**src/rtl/ccip_avmm_mmio_master.sv**
```systemverilog
// MMIO command -> Avalon-MM master with in-order read tag tracking; optional counters via CCIP_AVMM_MMIO_STATS_EN.
// Latency: request asserted 1 cycle after accept, response 1 cycle after readdatavalid.
// Backpressure: cmd_ready low while a request is in flight or (reads only) the tag FIFO is full.
package ccip_avmm_pkg;
  typedef struct packed {
    logic        is_read;
    logic        is_32bit;
    logic [17:0] addr;
    logic [63:0] write_data;
  } t_ccip_avmm_mmio_cmd;
endpackage

module ccip_avmm_mmio_master
  import ccip_avmm_pkg::*;
#(
  parameter int TID_WIDTH       = 9,
  parameter int MAX_OUTSTANDING = 4
) (
  input  logic                                  clk,
  input  logic                                  reset,
  input  logic                                  cmd_valid,
  output logic                                  cmd_ready,
  input  logic [$bits(t_ccip_avmm_mmio_cmd)-1:0] cmd,
  input  logic [TID_WIDTH-1:0]                  cmd_tid,
  output logic [17:0]                           avm_address,
  output logic                                  avm_read,
  output logic                                  avm_write,
  output logic [63:0]                           avm_writedata,
  output logic [7:0]                            avm_byteenable,
  input  logic                                  avm_waitrequest,
  input  logic [63:0]                           avm_readdata,
  input  logic                                  avm_readdatavalid,
  output logic                                  rsp_valid,
  output logic [TID_WIDTH-1:0]                  rsp_tid,
  output logic [63:0]                           rsp_data,
  output logic                                  err_unexpected_rsp
`ifdef CCIP_AVMM_MMIO_STATS_EN
  ,
  output logic [31:0]                           stat_reads,
  output logic [31:0]                           stat_writes,
  output logic [31:0]                           stat_wait_cycles
`endif
);

  localparam int PTR_W = $clog2(MAX_OUTSTANDING);
  localparam int CNT_W = PTR_W + 1;
  localparam int TAG_W = TID_WIDTH + 2;

  typedef enum logic {IDLE, ISSUE} state_t;

  t_ccip_avmm_mmio_cmd c;
  state_t              state, state_nxt;

  logic [TAG_W-1:0] tag_mem [MAX_OUTSTANDING];
  logic [PTR_W-1:0] wr_ptr, rd_ptr;
  logic [CNT_W-1:0] tag_cnt;
  logic             tag_full, tag_empty;
  logic             accept, push, pop;

  logic [TID_WIDTH-1:0] head_tid;
  logic                 head_32bit, head_hi;

  assign c         = cmd;
  assign tag_full  = (tag_cnt == CNT_W'(MAX_OUTSTANDING));
  assign tag_empty = (tag_cnt == '0);
  assign accept    = cmd_valid && cmd_ready;
  assign push      = accept && c.is_read;
  assign pop       = avm_readdatavalid && !tag_empty;
  assign {head_tid, head_32bit, head_hi} = tag_mem[rd_ptr];

  always_ff @(posedge clk) begin
    if (reset) state <= IDLE;
    else       state <= state_nxt;
  end

  always_comb begin
    state_nxt = state;
    cmd_ready = 1'b0;
    case (state)
      IDLE: begin
        cmd_ready = !reset && (!c.is_read || !tag_full);
        if (cmd_valid && cmd_ready) state_nxt = ISSUE;
      end
      ISSUE: begin
        if (!avm_waitrequest) state_nxt = IDLE;
      end
      default: state_nxt = IDLE;
    endcase
  end

  // Request fields are captured at accept and stay frozen for the whole stall.
  always_ff @(posedge clk) begin
    if (reset) begin
      avm_address    <= '0;
      avm_read       <= 1'b0;
      avm_write      <= 1'b0;
      avm_writedata  <= '0;
      avm_byteenable <= '0;
    end else if (accept) begin
      avm_address    <= c.addr & ~18'h7;
      avm_read       <= c.is_read;
      avm_write      <= !c.is_read;
      if (!c.is_32bit)      avm_byteenable <= 8'hFF;
      else if (c.addr[2])   avm_byteenable <= 8'hF0;
      else                  avm_byteenable <= 8'h0F;
      avm_writedata  <= c.is_32bit ? {2{c.write_data[31:0]}} : c.write_data;
    end else if (state == ISSUE && !avm_waitrequest) begin
      avm_read  <= 1'b0;
      avm_write <= 1'b0;
    end
  end

  always_ff @(posedge clk) begin
    if (push) tag_mem[wr_ptr] <= {cmd_tid, c.is_32bit, c.addr[2]};
  end

  always_ff @(posedge clk) begin
    if (reset) begin
      wr_ptr  <= '0;
      rd_ptr  <= '0;
      tag_cnt <= '0;
    end else begin
      if (push) wr_ptr <= wr_ptr + PTR_W'(1);
      if (pop)  rd_ptr <= rd_ptr + PTR_W'(1);
      case ({push, pop})
        2'b10:   tag_cnt <= tag_cnt + CNT_W'(1);
        2'b01:   tag_cnt <= tag_cnt - CNT_W'(1);
        default: tag_cnt <= tag_cnt;
      endcase
    end
  end

  always_ff @(posedge clk) begin
    if (reset) begin
      rsp_valid          <= 1'b0;
      rsp_tid            <= '0;
      rsp_data           <= '0;
      err_unexpected_rsp <= 1'b0;
    end else begin
      rsp_valid <= pop;
      if (pop) begin
        rsp_tid <= head_tid;
        if (!head_32bit)  rsp_data <= avm_readdata;
        else if (head_hi) rsp_data <= {32'h0, avm_readdata[63:32]};
        else              rsp_data <= {32'h0, avm_readdata[31:0]};
      end
      if (avm_readdatavalid && tag_empty) err_unexpected_rsp <= 1'b1;
    end
  end

`ifdef CCIP_AVMM_MMIO_STATS_EN
  always_ff @(posedge clk) begin
    if (reset) begin
      stat_reads       <= '0;
      stat_writes      <= '0;
      stat_wait_cycles <= '0;
    end else if (state == ISSUE) begin
      if (avm_waitrequest) stat_wait_cycles <= stat_wait_cycles + 32'd1;
      else if (avm_read)   stat_reads       <= stat_reads + 32'd1;
      else if (avm_write)  stat_writes      <= stat_writes + 32'd1;
    end
  end
`endif

endmodule
```
**config.mk**
```make
export PLATFORM = sky130hd
export DESIGN_NAME = ccip_avmm_mmio_master
export DESIGN_NICKNAME = d
export VERILOG_FILES = /design/src/rtl/ccip_avmm_mmio_master.sv
export SDC_FILE = /design/constraint.sdc
export NUM_CORES = 1
export LEC_CHECK = 0
export ABC_AREA = 1
export ABC_CLOCK_PERIOD_IN_PS = 2000
export CAP_MARGIN = 0
export CORE_UTILIZATION = 40
export DETAILED_ROUTE_END_ITERATION = 7
export PLACE_DENSITY = 0.77
export SETUP_SLACK_MARGIN = 0.05
export SYNTH_ARGS = -nofsm -noshare
export SYNTH_HDL_FRONTEND = slang
export SYNTH_SLANG_ARGS = --single-unit
```
**constraint.sdc**
```tcl
create_clock -name clk -period 2 [get_ports clk]
set_input_delay 0.4 -clock clk [delete_from_list [all_inputs] [get_ports clk]]
set_output_delay 0.4 -clock clk [all_outputs]
set_load 0.02 [all_outputs]
```
# Word level (Yosys, flattened, before mapping)
# Memory sizes are Yosys's and may differ from the RTL's. A register that Yosys moved wholly into a read port is not among the register bits.
# Cells that the tools add are included.
# Widths: inputs -> output; s select.
# op_classes
add_sub_neg,4
n_mul,0
div_mod_pow,0
magnitude_cmp,0
n_eq_ne,3
n_shift,0
mux,17
bitwise,1
reduce_logical,16
# ops
operator,n
$mux 64,2
$mux 32,1
$mux 8,2
$mux 1,8
$logic_and 1x1->1,7
$pmux 3 s2,1
$logic_not 1->1,5
$add 2x1->2 const B,2
$mux 2,2
$reduce_bool 2->1,2
$add 3x1->3 const B,1
$eq 3x3->1 const B,1
$logic_not 3->1,1
$sub 3x1->3 const B,1
$eq 2x1->1 const B,1
$eq 2x2->1 const B,1
$pmux 1 s2,1
$logic_or 1x1->1,1
$not 1->1,1
# word_totals
register_bits,172
latch_bits,0
ramBits,44
mem_bits_ro,0
inputBits,162
out_inout_bits,168
wordCells,55
memories,1
# memory_table
memory,words,word_bits,read_ports,rd_clocked_by_memory_dff,wr,line,rtl
tag_mem,4,11,1,1,1,54,logic [TAG_W-1:0] tag_mem [MAX_OUTSTANDING];

# Depth between registers and ports, before layout
# Gate-level depths: netlist of the first run.
# logic_depth
ltp_word,9
mapped_depth,11
ltp_nobuf,10

# Worst setup path after synthesis of the first run
# OpenSTA, ideal clock, no wires.
# synth_timing
path_type,input -> register
startpoint,in avm_readdatavalid
endpoint,reg tag_cnt[2]
t_arrival_ps,1967
required_time_ps,1878
path_slack_ps,-89
stages,10
n_path_buf,2
cell_sequence,a21boi_4 buf_2 buf_2 ha_1 inv_1 fa_1 a21oi_1 o21ai_0 o21ai_0 a21oi_1
# synth_between
elab_chain_cells,3
elab_cells_between_ends,5
classes_between,eq/ne: 2; mux: 1; reduce/logical: 2
# synth_lines
element,line,rtl
start: declaration,32,"input logic avm_readdatavalid,"
$logic_and 1x1->1 (*),68,assign pop = avm_readdatavalid && !tag_empty;
net pop,58,"logic accept, push, pop;"
$eq 2x1->1 / $eq 2x2->1 (equally long branches),125,"case ({push, pop})"
$pmux 3 s2 / $reduce_bool 2->1 (equally long branches),-,
end signal: assignment,126,2'b10: tag_cnt <= tag_cnt + CNT_W'(1);
end signal: assignment,127,2'b01: tag_cnt <= tag_cnt - CNT_W'(1);
end signal: assignment,128,default: tag_cnt <= tag_cnt;
end: declaration,56,logic [CNT_W-1:0] tag_cnt;
# The timed path passes the listed nets; every way through them passes the cells marked *.
# A chain may end at the register's enable or synchronous reset.

# Final worst setup path of the first run
# layout_timing
startpoint,reg avm_writedata[24]
endpoint,out avm_writedata[24]
# layout_lines
element,line,rtl
start: declaration,28,"output logic [63:0] avm_writedata,"
start signal: assignment,106,avm_writedata <= c.is_32bit ? {2{c.write_data[31:0]}} : c.write_data;
# No word-level cell between the ends.

==> impl_results.md, run 1 <==
- Least-Margin Pin Slew: around 0.56 ns
- Fin util: 61.8%
- Root Driver: clkbuf_16
- Mapped cell area: 8780 µm²
- Wirelength per Cell: 15.0 µm
- CTS sink cnt: 212
- Status: completed
- Layout cell share with drive strength beyond 1: approximately 6.5%
- Grt ovf: 0
- Crit path launch type: flop
- Routed vias: approximately 8.4k
- Worst path arrival time: approximately 1.5 ns
- Clock tree from TritonCTS: done
- Power consumption: 0.0128 W
- Placed Instances: 1,672
- Port bufs: 324
- Lkg Pwr: ~5.4 nW
- Worst endpoint required time: 1.60 ns
- CTS clk-pin slew, worst paths: 0.06 ns
- Via density: 4.87
- Clk network pwr share: between 30% and 40%
- Slowest stage delay, CP: 0.63 ns
- Global router's overall resource usage: around 22%
- Worst hold path class: flop to flop
- Yosys Warn Count: 0
- Post-Synthesis Cells: 1,120
- Remaining DRCs: 0
- Post-DP HPWL: between 15,000 and 20,000 µm
- Core area: 21,300 µm²
- First-pass GRT wire length: approximately 40,000 µm
- Routed WL: 25,800 µm
- Fmax: roughly 0.53 GHz
- Die height: 150 µm
- 1st-iter DRT viols: 308
- Commonest non-fill, non-tap cell in the layout: clkdlybuf4s50_1
- Critical path peak fanout: 2
- Post-DRT Antenna Nets: 0
- Clock buffer depth: 3
- Layout area overhead: 49.9%
- Switching Share: 29.6%
- Max Slew Vio Count: 0
- # rows: 53
- Vias in the first global route: 7,861
- Switching power: 0.00379 W
- CP top delay family: buffers and inverters
- Buf/Inv on CP: 1
- Final Cycle Share: 94.9%
- Final Instance Count excl. Fillers: 1,717
- First-pass iteration count of the detailed router: 4
- # H-tree levels: 1
- CTS hold repair buffers: 0
- CTS buffer count: 24
- Final setup vio count: 0
- Ports: 330
- Crit path time final: roughly 1.9 ns
- Die X: 150 µm
- Final RePlAce weighted congestion: 0.840
- Final Hold Vio Count: 0
- Initial core utilization: 41.2%
- Synthesized flop and latch total: 212
- Die area: 22,500 µm²
- Slew HR: 62.4%
- Later-pin clock latency in the skew report: 0.51 ns
- Sequential share of power: 39.4%
- Initial antenna violation count: 0
- Final net count: 1,593
- Most frequent cells in the layout: clkdlybuf4s50_1, nand2_1, dfxtp_1, o21ai_0, inv_1
- P_int: around 0.009 W
- Antenna fix cells: 0
- Sequential element share of the synthesized area: 53.4%
- Distinct cells, synth: 27
- Critical path class: flop to output port
- Peak supply drop: 0.000504 V
- Crit-path cells: clkdlybuf4s50_1
- Combinational power share: 25.7%
- Setup crit end kind: output port
- Pwr Density: 974 nW/µm²
- Largest net degree at the start of global routing: 103
- Syn_area_per_cell: 7.84 µm²
- Worst Skew: about 0.016 ns
- Crit path max-delay cell type: clkdlybuf4s50_1
- MaxCap Viol Count: 0
- RSZ-0062 raised after global routing: no
## cells in the mapped netlist, drive strengths merged
library cell  instances  area, µm²
conb                  1       3.75
o211ai                1       7.51
buf                  53        332
fa                    1       20.0
inv                 138        518
nor2                109        412
edfxtp               44       1320
nand3                71        355
nand4                 1       6.26
a21boi                1       18.8
a31oi                 9       56.3
o21ai               147        736
ha                    5       62.6
dfxtp               168       3360
and2                  1       6.26
clkbuf               34        128
o21bai                1       7.51
a21oi               126        631
nand2               209        795
## per-stage QoR
step / setup slack, ns / setup TNS (ns) / hold slack [ns] / area, µm²
5_1_grt: 0.0382 / 0 / 0.454 / 13200
3_5_place_dp: -0.264 / -3.26 / 0.436 / 12300
6_report: 0.103 / 0 / 0.441 / 13200
2_1_floorplan: 0.0519 / 0 / 0.436 / 8800
3_3_place_gp: -0.253 / -1.27 / 0.431 / 12300
4_1_cts: 0.0566 / 0 / 0.444 / 13100
## flip-flops by register name, summed over array words and instances, names as in the netlist, 2 cells and up, named ones only
register,flops
avm_writedata,64
rsp_data,64
tag_mem,44
avm_address,15
rsp_tid,9
tag_cnt,3
avm_byteenable,2
rd_ptr,2
wr_ptr,2
## power groups by stage
stage | Combinational [W] | Sequential, W | Clock (W)
2_1_floorplan | 0.00131 | 0.00561 | 0
3_3_place_gp | 0.00324 | 0.00512 | 0
3_5_place_dp | 0.00329 | 0.00513 | 0
4_1_cts | 0.00331 | 0.00505 | 0.00458
5_1_grt | 0.00362 | 0.00510 | 0.00475
6_report | 0.00329 | 0.00505 | 0.00448
## timing repair
action	in CTS	in global routing
setup endpoints to repair	12	5
pin swaps	1	2
hold endpoints to repair	0	0
buffers inserted	0	2
gates resized for setup	18	12
## routing by layer
layer	track usage [%]	wire [µm]	part of all wire, %
met1	24.9	9810	38
met2	39.8	12800	49
met3	7.03	2590	10
met4	6.82	662	2.6
met5	0	0	0
## path summary, 6_finish.rpt
check,slack (ns),end,cells past startpoint,start
worst min-delay path,0.44,avm_writedata[16],2,avm_writedata[16]
worst max-delay path,0.10,avm_writedata[24],1,avm_writedata[24]
worst min register to register,0.44,avm_writedata[16],2,avm_writedata[16]
worst max register to register,0.18,tag_cnt[2],10,tag_cnt[1]
## cell families (layout without fill, tap and decap cells)
kind of cell / Yosys count / after routing / synth area share [%]
adders and majority gates: 6 / 6 / 0.941
buffers and inverters: 225 / 545 / 11.1
other: 1 / 3 / 0.0427
DFF: 212 / 212 / 53.4
and+or+nand+nor: 391 / 391 / 17.9
AOI/OAI and AO/OA: 285 / 285 / 16.6
## final cells by class
type                            count  area (µm²)
Clock buffer                       38         766
Clock inverter                      5        55.1
Fill cell                        1834        8130
Inverter                          138         522
Multi-Input combinational cell    685        3160
Sequential cell                   212        4690
Tap cell                          275         344
Timing Repair Buffer              364        3630
Power figures use the tool's default switching activity.
==> inputs of run 2 (changes only) <==
--- a/config.mk
+++ b/config.mk
@@ -12,6 +12,7 @@
 export DETAILED_ROUTE_END_ITERATION = 7
 export PLACE_DENSITY = 0.77
 export SETUP_SLACK_MARGIN = 0.05
+export SLEW_MARGIN = 5
 export SYNTH_ARGS = -nofsm -noshare
 export SYNTH_HDL_FRONTEND = slang
 export SYNTH_SLANG_ARGS = --single-unit
==> results of run 2 <==
Same layout as run 1: the final DEF is identical, and so are final timing and power.
